<file path="config.mk">
export PLATFORM = sky130hd
export DESIGN_NAME = divider_sched
export DESIGN_NICKNAME = d
export VERILOG_FILES = /design/src/rtl/divider_pkg.sv /design/src/rtl/rr_arbiter.sv /design/src/rtl/divider_sched.sv
export SDC_FILE = /design/constraint.sdc
export NUM_CORES = 1
export LEC_CHECK = 0
export CAP_MARGIN = 30
export CORE_ASPECT_RATIO = 1.75
export CORE_MARGIN = 4
export CORE_UTILIZATION = 45
export CTS_CLUSTER_DIAMETER = 60
export DETAILED_ROUTE_END_ITERATION = 7
export DONT_BUFFER_PORTS = 1
export MAX_ROUTING_LAYER = met4
export PLACE_DENSITY_LB_ADDON = 0.1
export REMOVE_ABC_BUFFERS = 1
export SETUP_SLACK_MARGIN = 0.5
export SYNTH_ARGS = -nofsm -noshare
export SYNTH_HDL_FRONTEND = slang
export SYNTH_HIERARCHICAL = 1
export SYNTH_SLANG_ARGS = --single-unit
export TNS_END_PERCENT = 1
</file>
<file path="constraint.sdc">
create_clock -name clk -period 6.2 [get_ports clk]
set_clock_uncertainty 0.15 [all_clocks]
set_input_delay 0 -clock clk [delete_from_list [all_inputs] [get_ports clk]]
set_output_delay 0 -clock clk [all_outputs]
set_load 0.005 [all_outputs]
</file>
<file path="src/rtl/divider_pkg.sv">
// Shared definitions for the pixel-path clock divider controller:
// FSM state type, default settings and the request validity rule.
package divider_pkg;

    typedef enum logic [1:0] {
        IDLE  = 2'd0,
        CHECK = 2'd1,
        WAIT  = 2'd2,
        DONE  = 2'd3
    } state_t;

    localparam int DEF_NREQ_VAL = 2;
    localparam int DEF_CNT_W    = 16;
    localparam int DEF_DIV_VAL  = 5;
    localparam int DEF_HI_VAL   = 2;

    // A setting is usable when the period has at least two cycles and the
    // output spends at least one cycle high and at least one cycle low.
    // Callers zero-extend their CNT_W fields, so the compare stays unsigned.
    function automatic logic settings_valid(input logic [31:0] div,
                                            input logic [31:0] hi);
        return (div >= 32'd2) && (hi >= 32'd1) && (hi < div);
    endfunction

endpackage

</file>
<file path="src/rtl/rr_arbiter.sv">
// Round-robin arbiter: the requester granted last drops to lowest priority
// once the grant is consumed (advance). Priority starts at requester 0.
module rr_arbiter #(
    parameter int NREQ  = 2,
    parameter int IDX_W = 1
) (
    input  logic              clk,
    input  logic              reset,
    input  logic [NREQ-1:0]   req,
    input  logic              advance,
    output logic [NREQ-1:0]   grant,
    output logic [IDX_W-1:0]  idx
);

    // ptr names the requester with the highest priority for the next grant
    logic [IDX_W-1:0] ptr;
    logic             found;

    // Search from ptr upwards first, then wrap around from requester 0
    always_comb begin
        grant = '0;
        idx   = '0;
        found = 1'b0;
        for (int j = 0; j < NREQ; j++) begin
            if (!found && req[j] && (IDX_W'(j) >= ptr)) begin
                found    = 1'b1;
                grant[j] = 1'b1;
                idx      = IDX_W'(j);
            end
        end
        for (int j = 0; j < NREQ; j++) begin
            if (!found && req[j]) begin
                found    = 1'b1;
                grant[j] = 1'b1;
                idx      = IDX_W'(j);
            end
        end
    end

    // Move priority to the requester after the one just granted
    always_ff @(posedge clk) begin
        if (reset) begin
            ptr <= '0;
        end else if (advance) begin
            if (idx == IDX_W'(NREQ - 1)) begin
                ptr <= '0;
            end else begin
                ptr <= idx + IDX_W'(1);
            end
        end
    end

endmodule

</file>
<file path="src/rtl/divider_sched.sv">
// Pixel-path clock divider controller. Owns the period counter and the
// divisor/high-time registers, and applies arbitrated change requests only
// at a period boundary so clk_out never shows a runt or stretched phase.
module divider_sched
    import divider_pkg::*;
#(
    parameter int NREQ    = DEF_NREQ_VAL,
    parameter int CNT_W   = DEF_CNT_W,
    parameter int DEF_DIV = DEF_DIV_VAL,
    parameter int DEF_HI  = DEF_HI_VAL
) (
    input  logic                    clk,
    input  logic                    reset,
    input  logic [NREQ-1:0]         req,
    input  logic [NREQ*CNT_W-1:0]   req_div,
    input  logic [NREQ*CNT_W-1:0]   req_hi,
    output logic [NREQ-1:0]         ack,
    output logic [NREQ-1:0]         nack,
    output logic                    busy,
    output logic                    clk_out,
    output logic                    clk_en,
    output logic [CNT_W-1:0]        cur_div,
    output logic [CNT_W-1:0]        cur_hi
);

    localparam int IDX_W = (NREQ > 1) ? $clog2(NREQ) : 1;

    state_t             state;
    logic [CNT_W-1:0]   cnt;
    logic [CNT_W-1:0]   last_cnt;
    logic               at_end;
    logic [CNT_W-1:0]   sel_div;
    logic [CNT_W-1:0]   sel_hi;
    logic [CNT_W-1:0]   lat_div;
    logic [CNT_W-1:0]   lat_hi;
    logic [IDX_W-1:0]   lat_idx;
    logic               lat_valid;
    logic [NREQ-1:0]    gnt;
    logic [IDX_W-1:0]   gnt_idx;
    logic               advance;
    logic               apply;

    // cur_div is always >= 2, so cur_div-1 never wraps
    assign last_cnt  = cur_div - CNT_W'(1);
    assign at_end    = (cnt == last_cnt);
    assign advance   = (state == IDLE) && (|req);
    assign apply     = (state == WAIT) && at_end;
    assign lat_valid = settings_valid(32'(lat_div), 32'(lat_hi));
    assign busy      = (state != IDLE);

    rr_arbiter #(
        .NREQ  (NREQ),
        .IDX_W (IDX_W)
    ) u_arb (
        .clk     (clk),
        .reset   (reset),
        .req     (req),
        .advance (advance),
        .grant   (gnt),
        .idx     (gnt_idx)
    );

    // Pick the granted requester's fields through the one-hot grant
    always_comb begin
        sel_div = '0;
        sel_hi  = '0;
        for (int i = 0; i < NREQ; i++) begin
            if (gnt[i]) begin
                sel_div = sel_div | req_div[i*CNT_W +: CNT_W];
                sel_hi  = sel_hi  | req_hi[i*CNT_W +: CNT_W];
            end
        end
    end

    // Period counter: 0..cur_div-1, restarting at 0 on the boundary edge
    always_ff @(posedge clk) begin
        if (reset) begin
            cnt <= '0;
        end else if (at_end) begin
            cnt <= '0;
        end else begin
            cnt <= cnt + CNT_W'(1);
        end
    end

    // Settings in force change only on the boundary edge while a request waits
    always_ff @(posedge clk) begin
        if (reset) begin
            cur_div <= CNT_W'(DEF_DIV);
            cur_hi  <= CNT_W'(DEF_HI);
        end else if (apply) begin
            cur_div <= lat_div;
            cur_hi  <= lat_hi;
        end
    end

    // Registered waveform and period-start enable derived from the counter
    always_ff @(posedge clk) begin
        if (reset) begin
            clk_out <= 1'b0;
            clk_en  <= 1'b0;
        end else begin
            clk_out <= (cnt < cur_hi);
            clk_en  <= (cnt == '0);
        end
    end

    // Request sequencing: grant and latch, validate, wait for boundary, settle
    always_ff @(posedge clk) begin
        if (reset) begin
            state   <= IDLE;
            lat_idx <= '0;
            lat_div <= '0;
            lat_hi  <= '0;
            ack     <= '0;
            nack    <= '0;
        end else begin
            ack  <= '0;
            nack <= '0;
            case (state)
                IDLE: begin
                    if (advance) begin
                        lat_idx <= gnt_idx;
                        lat_div <= sel_div;
                        lat_hi  <= sel_hi;
                        state   <= CHECK;
                    end
                end
                CHECK: begin
                    if (!lat_valid) begin
                        for (int i = 0; i < NREQ; i++) begin
                            nack[i] <= (lat_idx == IDX_W'(i));
                        end
                        state <= DONE;
                    end else begin
                        state <= WAIT;
                    end
                end
                WAIT: begin
                    if (at_end) begin
                        for (int i = 0; i < NREQ; i++) begin
                            ack[i] <= (lat_idx == IDX_W'(i));
                        end
                        state <= DONE;
                    end
                end
                DONE: begin
                    state <= IDLE;
                end
                default: begin
                    state <= IDLE;
                end
            endcase
        end
    end

endmodule

</file>
==> flow_metrics.tcl <==
set metrics [dict create \
    clk_path_buf_depth 2 \
    min_to "lat_div[9]$_SDFFE_PP0P_" \
    die_h_um 152.0 \
    cts_buffers 9 \
    totalWireLength_mm 16.49 \
    end_kind "register" \
    wl_per_cell_um 20.11 \
    fin_util 0.5636 \
    async_flop_share 0 \
    antenna_found_initial 0 \
    total_leakage_power_nw 2.431 \
    ys_seq_area_frac 0.3381 \
    cts.clk_slew.worst_paths_ps 70 \
    max_slew.worst_pin.slew_ps 980.6 \
    reg2reg_slack_ps 2470 \
    post-route-period-util 0.6012 \
    cts-root-buf "clkbuf_16" \
    whs_path_depth 3 \
    yosys.cell_types.count 61 \
    die_w_um 90.26 \
    grt-ovfl-total 0 \
    grt_pass1_vias 5122 \
    clkLatencyLatePin_ps 340 \
    synth_top_area_cell "dfxtp_1" \
    power_density_nw_per_um2 339.9 \
    irDropWorstVdd_v 0.0002467 \
    synth_top_cell_area_share 0.3381 \
    period_needed_ps 3728 \
    core_area_um2 11580 \
    path_max_fanout 33 \
    post-dp-hpwl_mm 11.75 \
    cts_sinks 90 \
    slew_violations 0 \
    path_class "register to register" \
    dieArea_um2 13720 \
    grt_usage 0.2459 \
    core.rowCount 52 \
    ys_warn_count 6 \
    worst_slack_ps 2472 \
    yosys_register_bits 90 \
    holdCritPathClass "input pin to register" \
    postSynthAreaPerCell_um2 8.392 \
    num_io_pins 107 \
    first_pass_iters 4 \
    fmax_mhz 268.3 \
    cp.arrival_ps 3770 \
    areaGrowthSynthToFinish_pct 22.49 \
    r2r-end "cnt[3]$_SDFF_PP0_" \
    synth_edf_count 0 \
    start_util 0.4601 \
    dp_worst_setup_slack_ps 2422 \
    cts_setup_buffers 0 \
    min_from "req[0]" \
    synth_cells 635 \
    synthTopCellsByArea "dfxtp_1, ha_1, nand4_1, a221oi_1, o31ai_1" \
    hold_viol 0 \
    grt_setup_unrepaired "false" \
    via_per_inst 6.244 \
    synth_ff_type "dfxtp_1" \
    cts_tree "built" \
    startpoint_type "register" \
    cap_violations 0 \
    crit_required_ps 6250 \
    ant_nets 0 \
    final_nets 784 \
    gp_congestion 0.9126 \
    num_vias 5120 \
    remaining_drc_errors 0 \
    setup_violations 0 \
    drive_gt1_frac 0.05985 \
    finalNonFillerCells 820 \
    dp_cells 724 \
    netlist_area_um2 5329 \
    slew_headroom 0.3456 \
    io_buffers 0 \
    grt_pass1_wl_mm 26.88 \
    status "completed" \
    setup_tns_ps 0 \
    r2r_start "cur_div[0]$_SDFFE_PP1P_" \
    htreeDepth 3 \
    diodes 0 \
    grt_max_degree 75 \
    reg2reg_depth 10 \
    drt_iter0_markers 359 \
]
synth_stat cells, types with 2 or more instances:
cell type,instances
nand3b_1,2
nor3_1,30
o21a_1,2
dfxtp_1,90
a31oi_1,3
o311ai_0,2
nor3b_1,2
or3_1,3
and2_2,2
nor4b_1,2
a221oi_1,32
or2_2,4
o31ai_1,33
inv_1,47
xnor2_1,14
a21oi_1,42
and3_1,8
buf_2,8
nand3_1,14
nand2b_1,5
o211ai_1,4
a211oi_1,20
nand4_1,46
nor2_1,46
o21ai_0,8
nand4b_1,2
clkbuf_1,40
and4_1,4
a21o_1,8
ha_1,36
o221ai_1,3
nand2_1,15
nor4_1,14
xor2_1,17
cells by family after synthesis:
| kind of cell | synth area share |
|---|---|
| XOR/XNOR | 0.05095 |
| AO/OA/AOI/OAI | 0.2348 |
| adder cells (fa/ha/maj) | 0.08453 |
| flip-flops | 0.3381 |
| AND/OR/NAND/NOR | 0.2177 |
| buffers and inverters | 0.07396 |
metal layers:
metal,share of wire,vias up,track usage
li1,-,2495,-
met1,0.38,2442,0.2691
met2,0.53,151,0.4280
met3,0.042,32,0.03464
met4,0.043,0,0.1300
met5,0,-,-
final cells by class:
class                   instances  area [um^2]
well taps                     135        168.9
flip-flops and latches         90         1802
multi-input cells             446         3151
clock buffers                   9        225.2
clock inverters                 7        101.3
fillers                      1068         5054
repair buffers                 86        903.4
inverters                      47        176.4
cell usage in the layout (no fill, tap or decap), types with 15 or more instances in the layout:
master,instances
nand4_1,46
o31ai_1,33
nand2_1,15
a221oi_1,32
nor2_1,45
a21oi_1,42
inv_1,47
xor2_1,17
dfxtp_1,90
dlygate4sd3_1,79
ha_1,36
nor3_1,30
a211oi_1,20
power breakdown:
group | internal, mW | switching, mW | total (mW)
Clock | 0.357 | 0.240 | 0.597
Sequential | 0.668 | 0.112 | 0.780
Combinational | 0.405 | 0.437 | 0.842
sequential cells by signal, indices dropped and copies added, names as in the netlist:
name / cells
ack: 2
clk_en: 1
clk_out: 1
cnt: 16
cur_div: 16
cur_hi: 16
lat_div: 16
lat_hi: 16
lat_idx: 1
nack: 2
state: 2
u_arb/ptr: 1
per-stage QoR:
| step | hold WS [ps] | area, um^2 | power [mW] |
|---|---|---|---|
| finish | 139.7 | 6528 | 2.219 |
| global route | 160.0 | 6528 | 2.357 |
| CTS | 119.6 | 6528 | 2.211 |
| detailed placement | -69.87 | 5383 | 1.433 |
| global placement | -70.68 | 5328 | 1.392 |
| floorplan | -82.14 | 5111 | 1.216 |
worst max path at each step:
stage                       startpoint                 endpoint  slack, ps  depth (start not counted)
6_report       cur_div[0]$_SDFFE_PP1P_        cnt[3]$_SDFF_PP0_       2470                         10
5_1_grt        cur_div[0]$_SDFFE_PP1P_       cnt[13]$_SDFF_PP0_       2160                         10
4_1_cts        cur_div[0]$_SDFFE_PP1P_        cnt[3]$_SDFF_PP0_       2410                         10
3_5_place_dp   cur_div[0]$_SDFFE_PP1P_        cnt[5]$_SDFF_PP0_       2420                         10
3_3_place_gp   cur_div[0]$_SDFFE_PP1P_  cur_hi[14]$_SDFFE_PP0P_       2390                          9
2_1_floorplan                   req[1]    state[0]$_SDFFE_PP0P_       1890                          6
worst max-delay path, cell delays in order (launching register included):
cell	delay [ps]
dfxtp_1	400
inv_1	90
ha_1	260
nor4b_2	470
and4_1	340
xnor2_1	80
a211oi_1	580
o2111ai_2	160
buf_4	270
o21ai_2	640
nor2_1	120
timing repair:
action / in CTS / in global routing
hold endpoints to repair: 74 / 0
hold buffers: 80 / 0
gates resized for setup: 0 / 0
Power figures use the tool's default switching activity.
